## config.mk

```make
export PLATFORM = sky130hd
export DESIGN_NAME = mux4_rr_sequencer
export DESIGN_NICKNAME = d
export VERILOG_FILES = /design/src/rtl/mux4_rr_sequencer.sv
export SDC_FILE = /design/constraint.sdc
export NUM_CORES = 1
export LEC_CHECK = 0
export BUFFER_PORTS_ARGS = -buffer_cell sky130_fd_sc_hd__buf_2
export CORE_UTILIZATION = 57
export CTS_BUF_LIST = sky130_fd_sc_hd__clkbuf_16
export DETAILED_ROUTE_END_ITERATION = 12
export PLACE_DENSITY = 0.85
export SETUP_SLACK_MARGIN = 0.2
export SLEW_MARGIN = 0
export SYNTH_ARGS = -nofsm -noshare
export SYNTH_HDL_FRONTEND = slang
export SYNTH_SLANG_ARGS = --single-unit
```

## constraint.sdc

```tcl
create_clock -name clk -period 3 [get_ports clk]
set_input_delay 0.15 -clock clk [delete_from_list [all_inputs] [get_ports clk]]
set_output_delay 0.15 -clock clk [all_outputs]
set_load 0.01 [all_outputs]
```

## src/rtl/mux4_rr_sequencer.sv

```systemverilog
// rtl/mux4_rr_sequencer.sv - round-robin sequencer sharing a 4:1 bit mux among four requesters
//
// Grants the mux to one requester at a time for a burst of BURST_LEN samples.
// It shifts the mux output into a word and tags the word with the owning requester.
// Optional build macro: MUX4_RR_PARITY_EN adds the word_par output (even parity of word_out).
//
// Ports:
//   clk        - system clock, rising edge
//   rst_n      - asynchronous active-low reset
//   req[3:0]   - request level per requester
//   y_in       - mux output y, sampled on clk while granted
//   sel[1:0]   - mux select (drives mux port a)
//   gnt[3:0]   - one-hot grant, zero when idle
//   busy       - burst in progress
//   word_out   - captured word, first sample in MSB
//   word_src   - requester index owning word_out
//   word_valid - one-cycle pulse on word completion
//   word_par   - XOR of word_out bits (MUX4_RR_PARITY_EN only)
module mux4_rr_sequencer #(
  parameter int BURST_LEN = 4,
  parameter int CNT_W     = 4
) (
  input  logic                 clk,
  input  logic                 rst_n,
  input  logic [3:0]           req,
  input  logic                 y_in,
  output logic [1:0]           sel,
  output logic [3:0]           gnt,
  output logic                 busy,
  output logic [BURST_LEN-1:0] word_out,
  output logic [1:0]           word_src,
  output logic                 word_valid
`ifdef MUX4_RR_PARITY_EN
  ,
  output logic                 word_par
`endif
);

  typedef enum logic {IDLE, GRANT} state_t;

  localparam logic [CNT_W-1:0] LAST_CNT = CNT_W'(BURST_LEN - 1);

  state_t               state, state_next;
  logic [1:0]           last, last_next;
  logic [1:0]           sel_next, word_src_next;
  logic [3:0]           gnt_next;
  logic                 busy_next, word_valid_next;
  logic [CNT_W-1:0]     cnt, cnt_next;
  logic [BURST_LEN-1:0] shift, shift_next, word_out_next, captured;
  logic [1:0]           winner, cand;
  logic                 found;
`ifdef MUX4_RR_PARITY_EN
  logic                 word_par_next;
`endif

  // Shift register value including the sample taken at this edge.
  assign captured = {shift[BURST_LEN-2:0], y_in};

  // Round-robin search starting just after the last owner; the last owner is tried last.
  always_comb begin
    winner = last;
    cand   = last;
    found  = 1'b0;
    for (int k = 1; k <= 4; k++) begin
      cand = last + 2'(k);
      if (!found && req[cand]) begin
        winner = cand;
        found  = 1'b1;
      end
    end
  end

  always_comb begin
    state_next      = state;
    last_next       = last;
    sel_next        = sel;
    gnt_next        = gnt;
    busy_next       = busy;
    cnt_next        = cnt;
    shift_next      = shift;
    word_out_next   = word_out;
    word_src_next   = word_src;
    word_valid_next = 1'b0;
`ifdef MUX4_RR_PARITY_EN
    word_par_next   = word_par;
`endif
    case (state)
      IDLE: begin
        if (found) begin
          sel_next   = winner;
          gnt_next   = 4'b0001 << winner;
          busy_next  = 1'b1;
          cnt_next   = '0;
          state_next = GRANT;
        end else begin
          gnt_next  = 4'b0000;
          busy_next = 1'b0;
        end
      end
      GRANT: begin
        if (!req[sel]) begin
          // Owner withdrew: drop the partial word, owner goes to the back of the line.
          last_next  = sel;
          gnt_next   = 4'b0000;
          busy_next  = 1'b0;
          state_next = IDLE;
        end else begin
          shift_next = captured;
          cnt_next   = cnt + CNT_W'(1);
          if (cnt == LAST_CNT) begin
            word_out_next   = captured;
            word_src_next   = sel;
            word_valid_next = 1'b1;
`ifdef MUX4_RR_PARITY_EN
            word_par_next   = ^captured;
`endif
            last_next       = sel;
            gnt_next        = 4'b0000;
            busy_next       = 1'b0;
            state_next      = IDLE;
          end
        end
      end
      default: state_next = IDLE;
    endcase
  end

  always_ff @(posedge clk or negedge rst_n) begin
    if (!rst_n) begin
      state      <= IDLE;
      last       <= 2'd3;
      sel        <= 2'd0;
      gnt        <= 4'b0000;
      busy       <= 1'b0;
      cnt        <= '0;
      shift      <= '0;
      word_out   <= '0;
      word_src   <= 2'd0;
      word_valid <= 1'b0;
`ifdef MUX4_RR_PARITY_EN
      word_par   <= 1'b0;
`endif
    end else begin
      state      <= state_next;
      last       <= last_next;
      sel        <= sel_next;
      gnt        <= gnt_next;
      busy       <= busy_next;
      cnt        <= cnt_next;
      shift      <= shift_next;
      word_out   <= word_out_next;
      word_src   <= word_src_next;
      word_valid <= word_valid_next;
`ifdef MUX4_RR_PARITY_EN
      word_par   <= word_par_next;
`endif
    end
  end

endmodule

```

## Word level (Yosys, flattened, before mapping)

Cells that the tools add are included.

| word-level totals | value |
|---|---|
| register bits after elaboration | 24 |
| logic and storage cells | 74 |
| input bits | 7 |
| output and inout bits | 14 |

| operators by class | value |
|---|---|
| $add $sub $neg | 4 |
| equal/unequal tests | 5 |
| order comparisons | 5 |
| reduce and logical (&&, ||, !) cells | 11 |
| shift operators | 1 |
| multiplexer cells | 37 |
| bitwise operators | 1 |

Operator list:

| operator | count |
|---|---|
| 4-bit 2-to-1 mux | 5 |
| 1-bit 2-to-1 mux | 17 |
| 4-bit case mux with 2 select lines | 2 |
| 2-bit by 3-bit < comparator with 1-bit output, second input constant | 5 |
| 2-bit 2-to-1 mux | 6 |
| 1-bit binary-select mux with 2-bit select | 5 |
| 2-bit AND reduction | 4 |
| 2-bit adder, second input constant | 2 |
| 4-bit by 1-bit adder with 4-bit output, second input constant | 1 |
| 4-bit by 2-bit == test with 1-bit output, second input constant | 1 |
| 2-bit by 1-bit != test with 1-bit output, second input constant | 2 |
| 1-bit case mux with 2 select lines | 2 |
| 1-bit by 2-bit left shift with 4-bit output, first input constant | 1 |
| 1-bit logical AND | 3 |
| 1-bit zero test | 3 |
| 3-bit by 2-bit != test with 1-bit output, second input constant | 1 |
| 3-bit AND reduction | 1 |
| 2-bit by 1-bit adder with 2-bit output, second input constant | 1 |
| 2-bit != test, second input constant | 1 |
| 1-bit inverter | 1 |

## Longest topological paths before layout

Gate-level depths: netlist of the first run.

| depth | value |
|---|---|
| depth in word-level cells | 16 |
| gate-level depth with buffers | 4 |
| gate-level depth less buffers | 4 |

## Least setup slack after synthesis of the first run

No wires, ideal clock.

| timing path | value |
|---|---|
| path kind | register to register |
| start | register sel[0] |
| end | register word_out[0] |
| arrival time | 1.549 ns |
| data required time | 2.875 ns |
| path buffers | 0 |
| setup time | 0.125 ns |
| clock period less this slack | 1.673 ns |
| stages on the path, launching flop included | 4 |
| slack | 1.327 ns |
| path through | dfrtp_1 > mux4_2 > nand4_4 > mux2_2 |

| between the ends | value |
|---|---|
| word-level cells in the longest chain between the ends | 3 |

RTL lines:

| what | RTL line | text |
|---|---|---|
| start, declared | 27 | `output logic [1:0] sel,` |
| start signal, assigned | 146 | `sel <= sel_next;` |
| 1-bit binary-select mux with 2-bit select | 101 | `if (!req[sel]) begin` |
| 1-bit 2-to-1 mux (implied by the code) | 101 |  |
| 3-bit AND reduction (no source line) | -- |  |
| end signal, assigned | 151 | `word_out <= word_out_next;` |
| end, declared | 30 | `output logic [BURST_LEN-1:0] word_out,` |

No other way between the ends. The select of a mux whose other input is x is not followed.
A chain may end at the register's enable or synchronous reset.

## Final worst setup path of the first run

| timing path | value |
|---|---|
| start | register sel[0] |
| end | register word_src[0] |

| between the ends | value |
|---|---|
| word-level cells in the longest chain between the ends | 3 |

RTL lines:

| what | RTL line | text |
|---|---|---|
| 1-bit binary-select mux with 2-bit select | 101 |  |
| 1-bit 2-to-1 mux (implied by the code) | 101 |  |
| 3-bit AND reduction (no source line) | -- |  |
| end signal, assigned | 152 | `word_src <= word_src_next;` |
| end, declared | 31 | `output logic [1:0] word_src,` |

Parallel ways exist; a longest one is shown, timed or not. The select of a mux whose other input is x is not followed.

==> flow_summary.toml, run 1 <==
[outcome]
status = "complete, no violations"

[sta]
rsz0062_at_grt = "no"
layout_min_cycle_time_ns = 1.71
setup_viol = 0
layout_setup_ws_ns = 1.29
tightest_slew_ns = 0.502
finClkSkew_ns = 0.00208
hold_viol = 0
min_period_over_period = 0.569
relSlewSlack = 0.665
fmax_mhz = 586
tns_ns = 0
drv_slew = 0

[detailed_routing]
vias_per_cell = 5.68
drt-total-wl_um = 2030
vias = 767
routedWlPerCell_um = 15.0
post-route-drc-count = 0
dr.first_iter.drc_count = 11
antenna_left = 0
first_pass_iters = 4

[clock_network]
hold_buffers = 1
cts_resized = 0
clk_latency_ns = 0.26
numCtsBuffers = 3
cts_max_level = 1
cts-root-buf = "clkbuf_16"
cts.sinks = 24
postCtsSetupBuffers = 0
clk_path_buf_depth = 2
path_clk_slew_ns = 0.06
tritoncts = "done"

[logic_synthesis]
synth_top_family_by_area = "simple AND/OR/NAND/NOR gates"
syn_area_um2 = 1090
ys_seq_area_frac = 0.555
synth_compound_area_frac = 0.135
synth_fa_ha_area_frac = 0.0115
synthTopCellsByArea = "dfrtp_1, mux2_2, dfstp_2"
syn-num-nets = 94
synth_area_per_cell_um2 = 12.6
synth_mux_area_frac = 0.135
ys_ff_latch = 24
yosys_warnings = 0
yosysTopAreaCellShare = 0.506
synth_cell_type_count = 31
synth_top_area_cell = "dfrtp_1"
yosys.area_share.simple = 0.139
synth_xor_area_frac = 0.00806
synthCells = 86

[floorplanning]
initial_core_util = 0.616
coreArea_um2 = 1760
dieHeight_um = 45.7
rows = 15
fp.dieArea_um2 = 2090
ios = 21
die_width_um = 45.7

[cells_and_area]
layout-drive-gt1-share = 0.382
syn_to_final_growth_pct = 19.6
mostFrequentLayoutCells = "dfrtp_1, buf_2, mux2_2"
fillers = 140
regArea_um2 = 603
antenna_cells = 0
design_area_um2 = 1300
nets = 119
multi_input_area_um2 = 465
fin_util = 0.737
final_common_cell = "dfrtp_1"

[worst_setup_path]
critPathMaxFanout = 7
crit_start = "sel[0]"
r2r_cells = 3
r2r-start = "sel[0]"
required_ns = 3.14
start_kind = "flop"
arrival_ns = 1.85
r2r-end = "word_src[0]"
r2r_slack_ns = 1.29
endpoint_kind = "flop"
worstSetupPathType = "reg -> reg"
crit_path_end = "word_src[0]"

[global_route]
grt_pass1_vias = 736
grt_pass1_wl_um = 3420
grt_usage = 0.238
overflow = 0
grt_max_degree = 25
antenna_found_initial = 0

[placed_design]
dp_hpwl_um = 1460
dpl-instance-area_um2 = 1210
io_buffer_count = 20
pre_cts_slack_ns = 1.29
gp_congestion = 0.777

[power_and_ir_drop]
power.total_mw = 1.39
ir_worst_vdd_v = 0.000607
power_density_nw_per_um2 = 1070
p_leak_nw = 0.637

[hold_path]
hold_path_class = "in -> reg"

[flow_run]
cap_violations = 0
## power breakdown
part	switching [mW]	leakage (nW)	internal (mW)
Sequential	0.113	0.304	0.470
Combinational	0.272	0.295	0.252
Clock	0.106	0.0385	0.178
Total	0.492	0.637	0.900
## how the worst min path moves through the flow
| stage | startpoint | endpoint | slack, ns | cells past startpoint |
|---|---|---|---|---|
| after floorplan | rst_n | busy | -0.15 | 0 |
| after global placement | rst_n | busy | 0.14 | 1 |
| after detailed placement | rst_n | cnt[3] | 0.15 | 1 |
| after CTS | y_in | word_out[0] | 0.14 | 2 |
| after global routing | y_in | word_out[0] | 0.15 | 2 |
| final | y_in | word_out[0] | 0.14 | 2 |
## flip-flops by register name (all words and copies together) (netlist names)
register / cells
cnt: 4
state: 1
word_out: 4
word_valid: 1
sel: 2
busy: 1
word_src: 2
last: 2
shift: 3
gnt: 4
## layer usage
metal	part of all wire	track usage	wire length (um)	up-vias
li1	-	-	-	366
met1	0.42	0.292	854	374
met2	0.52	0.400	1050	22
met3	0.044	0.0476	90	5
met4	0.018	0.109	37	0
met5	0	0	0	-
## stage by stage
| step | hold slack (ns) | cells |
|---|---|---|
| final | 0.138 | 135 |
| after global routing | 0.150 | 135 |
| after global placement | 0.143 | 130 |
| after floorplan | -0.146 | 86 |
| after CTS | 0.138 | 135 |
| after detailed placement | 0.150 | 130 |
## synth_stat cells
library cell / count
dfrtp_1: 22
mux2_2: 11
nand3_1: 6
a21oi_1: 4
nand2_1: 4
nand2b_1: 4
nor2_1: 4
inv_1: 3
a21o_1: 2
a22o_1: 2
dfstp_2: 2
o21ai_0: 2
o2bb2ai_1: 2
a21boi_2: 1
a21o_2: 1
a21oi_4: 1
a31oi_1: 1
a32oi_1: 1
and3b_1: 1
buf_4: 1
ha_1: 1
mux4_2: 1
nand2_4: 1
nand4_4: 1
nor3_1: 1
nor3b_1: 1
o211ai_1: 1
o31ai_1: 1
or2_1: 1
or3_1: 1
xor2_1: 1
## cells by family (layout without fill, tap and decap cells)
group | after synthesis | after routing
AND/OR/NAND/NOR | 25 | 25
flip-flops | 24 | 24
AO/OA/AOI/OAI | 19 | 19
multiplexers | 12 | 12
buffers and inverters | 4 | 28
adder cells (fa/ha/maj) | 1 | 1
XOR/XNOR | 1 | 1
## worst max-delay path, cell delays in order, from the launching register on
cell and delay (ns):
dfrtp_1 0.41, mux4_2 0.63, nand4_4 0.19, mux2_2 0.35
## cell type report
cell class	count	area share
Timing Repair Buffer	21	0.0847
Clock inverter	1	0.00289
Tap cell	25	0.0241
Sequential cell	24	0.464
Multi-Input combinational cell	58	0.358
Clock buffer	3	0.0577
Inverter	3	0.00866
No activity file was read; power rests on OpenSTA's default activity.
==> run 2: changes to the inputs <==
--- a/config.mk
+++ b/config.mk
@@ -6,10 +6,10 @@
 export NUM_CORES = 1
 export LEC_CHECK = 0
 export BUFFER_PORTS_ARGS = -buffer_cell sky130_fd_sc_hd__buf_2
-export CORE_UTILIZATION = 57
+export CORE_UTILIZATION = 53
 export CTS_BUF_LIST = sky130_fd_sc_hd__clkbuf_16
 export DETAILED_ROUTE_END_ITERATION = 12
-export PLACE_DENSITY = 0.85
+export PLACE_DENSITY = 0.8
 export SETUP_SLACK_MARGIN = 0.2
 export SLEW_MARGIN = 0
 export SYNTH_ARGS = -nofsm -noshare
==> constraint.sdc (replaced) <==
create_clock -name clk -period 1.6 [get_ports clk]
set_input_delay 0.08 -clock clk [delete_from_list [all_inputs] [get_ports clk]]
set_output_delay 0.08 -clock clk [all_outputs]
set_load 0.01 [all_outputs]
==> run 2 against run 1 <==
Net effect:
- the flow now finishes with violations (setup timing)
- largest power group is now combinational cells
- register-to-register slack worse by 1.4 ns
- power up 120%
- fmax rose by 1.8%
- largest cell class unchanged
- critical path type unchanged
- critical path depth is the same
- sequential power grew 94%
==> flow_summary.toml, run 2 (synthesis gave the netlist of run 1 again) <==
[worst_setup_path]
cp_num_buf_inv = 0
crit_family = "multiplexers"
r2r_slack_ns = -0.08
required_ns = 1.74
cp_slowest_cell = "mux4_2"
arrival_ns = 1.81
endpoint_kind = "flop"
start_kind = "flop"
r2r-end = "word_src[0]"
worstSetupPathType = "reg -> reg"
path_depth = 3
crit_path_end = "word_src[0]"
r2r_cells = 3
r2r-start = "sel[0]"
slowest_delay_ns = 0.62
critPathMaxFanout = 7
crit_start = "sel[0]"
path_cells = "mux4_2 > nand4_4 > mux2_4"

[global_route]
grt_usage = 0.254
grt_pass1_vias = 778
grt_max_degree = 25
grt_pass1_wl_um = 3730
overflow = 0
antenna_found_initial = 0

[placed_design]
dp.cells = 136
dp_hpwl_um = 1600
io_buffer_count = 20
gp_congestion = 0.754

[power_and_ir_drop]
power_density_nw_per_um2 = 2090
combPwrFrac = 0.458
p_int_mw = 1.94
p_switching_mw = 1.13
power_frac_clock = 0.175
p_leak_nw = 0.732
switching_share = 0.368
ir_worst_vdd_v = 0.00158
p_seq_frac = 0.366

[sta]
drv_slew = 0
min_period_over_period = 1.05
layout_min_cycle_time_ns = 1.68
tightest_slew_ns = 0.513
setup_viol = 9
finClkSkew_ns = 0.00400
tns_ns = -0.483
layout_setup_ws_ns = -0.0759
fmax_mhz = 597
rsz0062_at_grt = "yes"
hold_viol = 0
relSlewSlack = 0.658
whs_ns = 0.0727

[floorplanning]
dieHeight_um = 47.3
coreArea_um2 = 1940
fp.dieArea_um2 = 2240
rows = 16
initial_core_util = 0.560
die_width_um = 47.3
ios = 21

[clock_network]
path_clk_slew_ns = 0.06
cts_max_level = 1
clk_path_buf_depth = 2
numCtsBuffers = 3
cts.sinks = 24
clk_latency_ns = 0.26
tritoncts = "done"
cts-root-buf = "clkbuf_16"

[detailed_routing]
post-route-drc-count = 0
vias = 864
first_pass_iters = 4
wl_met2_um = 1290
wirelength_met1_um = 1160
dr.first_iter.drc_count = 29
top_layer_used = "met4"
wl_met3_um = 137
antenna_left = 0
drt-total-wl_um = 2630
routedWlPerCell_um = 18.3
vias_per_cell = 6.00

[cells_and_area]
multi_input_area_um2 = 578
fillers = 127
mostFrequentLayoutCells = "dfrtp_1, buf_2, mux2_4"
nets = 126
antenna_cells = 0
layout-drive-gt1-share = 0.521
regArea_um2 = 604
layout.cells.non_filler = 144
syn_to_final_growth_pct = 35.4
largest_registers = "cnt (4), gnt (4), word_out (4)"
final_common_cell = "dfrtp_1"

[outcome]
status = "finished with violations"
violations = "setup timing"

[flow_run]
cap_violations = 0

[hold_path]
hold_path_class = "in -> reg"
-- run 2: timing repair --
| action | 4_1_cts | 5_1_grt |
|---|---|---|
| hold endpoints to repair | 22 | 0 |
| buffers inserted | 1 | 2 |
| pin swaps | 1 | 1 |
| hold buffers | 1 | 0 |
| gates resized for setup | 9 | 13 |
| setup endpoints to repair | 22 | 24 |
-- run 2: cell type report --
type / count / share of cell area
sequential: 24 / 0.410
tap: 27 / 0.0229
inverter: 3 / 0.00765
clock buffer: 3 / 0.0510
multi-input combinational: 58 / 0.393
clock inverter: 1 / 0.00255
timing repair buffer: 28 / 0.113
-- run 2: worst min path at each step --
stage               slack, ns  start  endpoint  depth (start not counted)
floorplan               -0.22  rst_n      busy                          0
detailed placement       0.09  rst_n    cnt[3]                          1
CTS                      0.08   y_in  shift[0]                          2
global route             0.08   y_in  shift[0]                          2
finish                   0.07   y_in  shift[0]                          2
global placement         0.07  rst_n    cnt[3]                          1
-- run 2: worst register-to-register path: cells and delay by family (launching register included) --
| family | cells | cell delay, ns |
|---|---|---|
| DFF | 1 | 0.38 |
| muxes | 2 | 0.94 |
| and+or+nand+nor | 1 | 0.24 |
-- run 2: per-stage QoR --
stage	area (um2)	worst slack, ns	util	power [mW]
2_1_floorplan	1100	-0.0172	-	1.83
3_3_place_gp	1260	0.0176	0.649	2.15
3_5_place_dp	1260	-0.0298	0.649	2.21
4_1_cts	1400	-0.0695	0.718	2.89
5_1_grt	1470	-0.117	0.758	3.23
6_report	1470	-0.0759	0.758	3.07
-- run 2: layer usage --
layer,global-route usage,vias up
met5,0,-
met4,0.103,0
met3,0.0615,7
met2,0.416,41
met1,0.323,433
li1,-,383
-- run 2: power by group through the flow --
stage                     Clock, mW  Sequential (mW)  Combinational, mW
final                         0.538             1.13               1.41
after global routing          0.567             1.15               1.51
after CTS                     0.538             1.11               1.24
after detailed placement          0             1.10               1.11
after global placement            0             1.08               1.08
after floorplan                   0             1.11              0.715
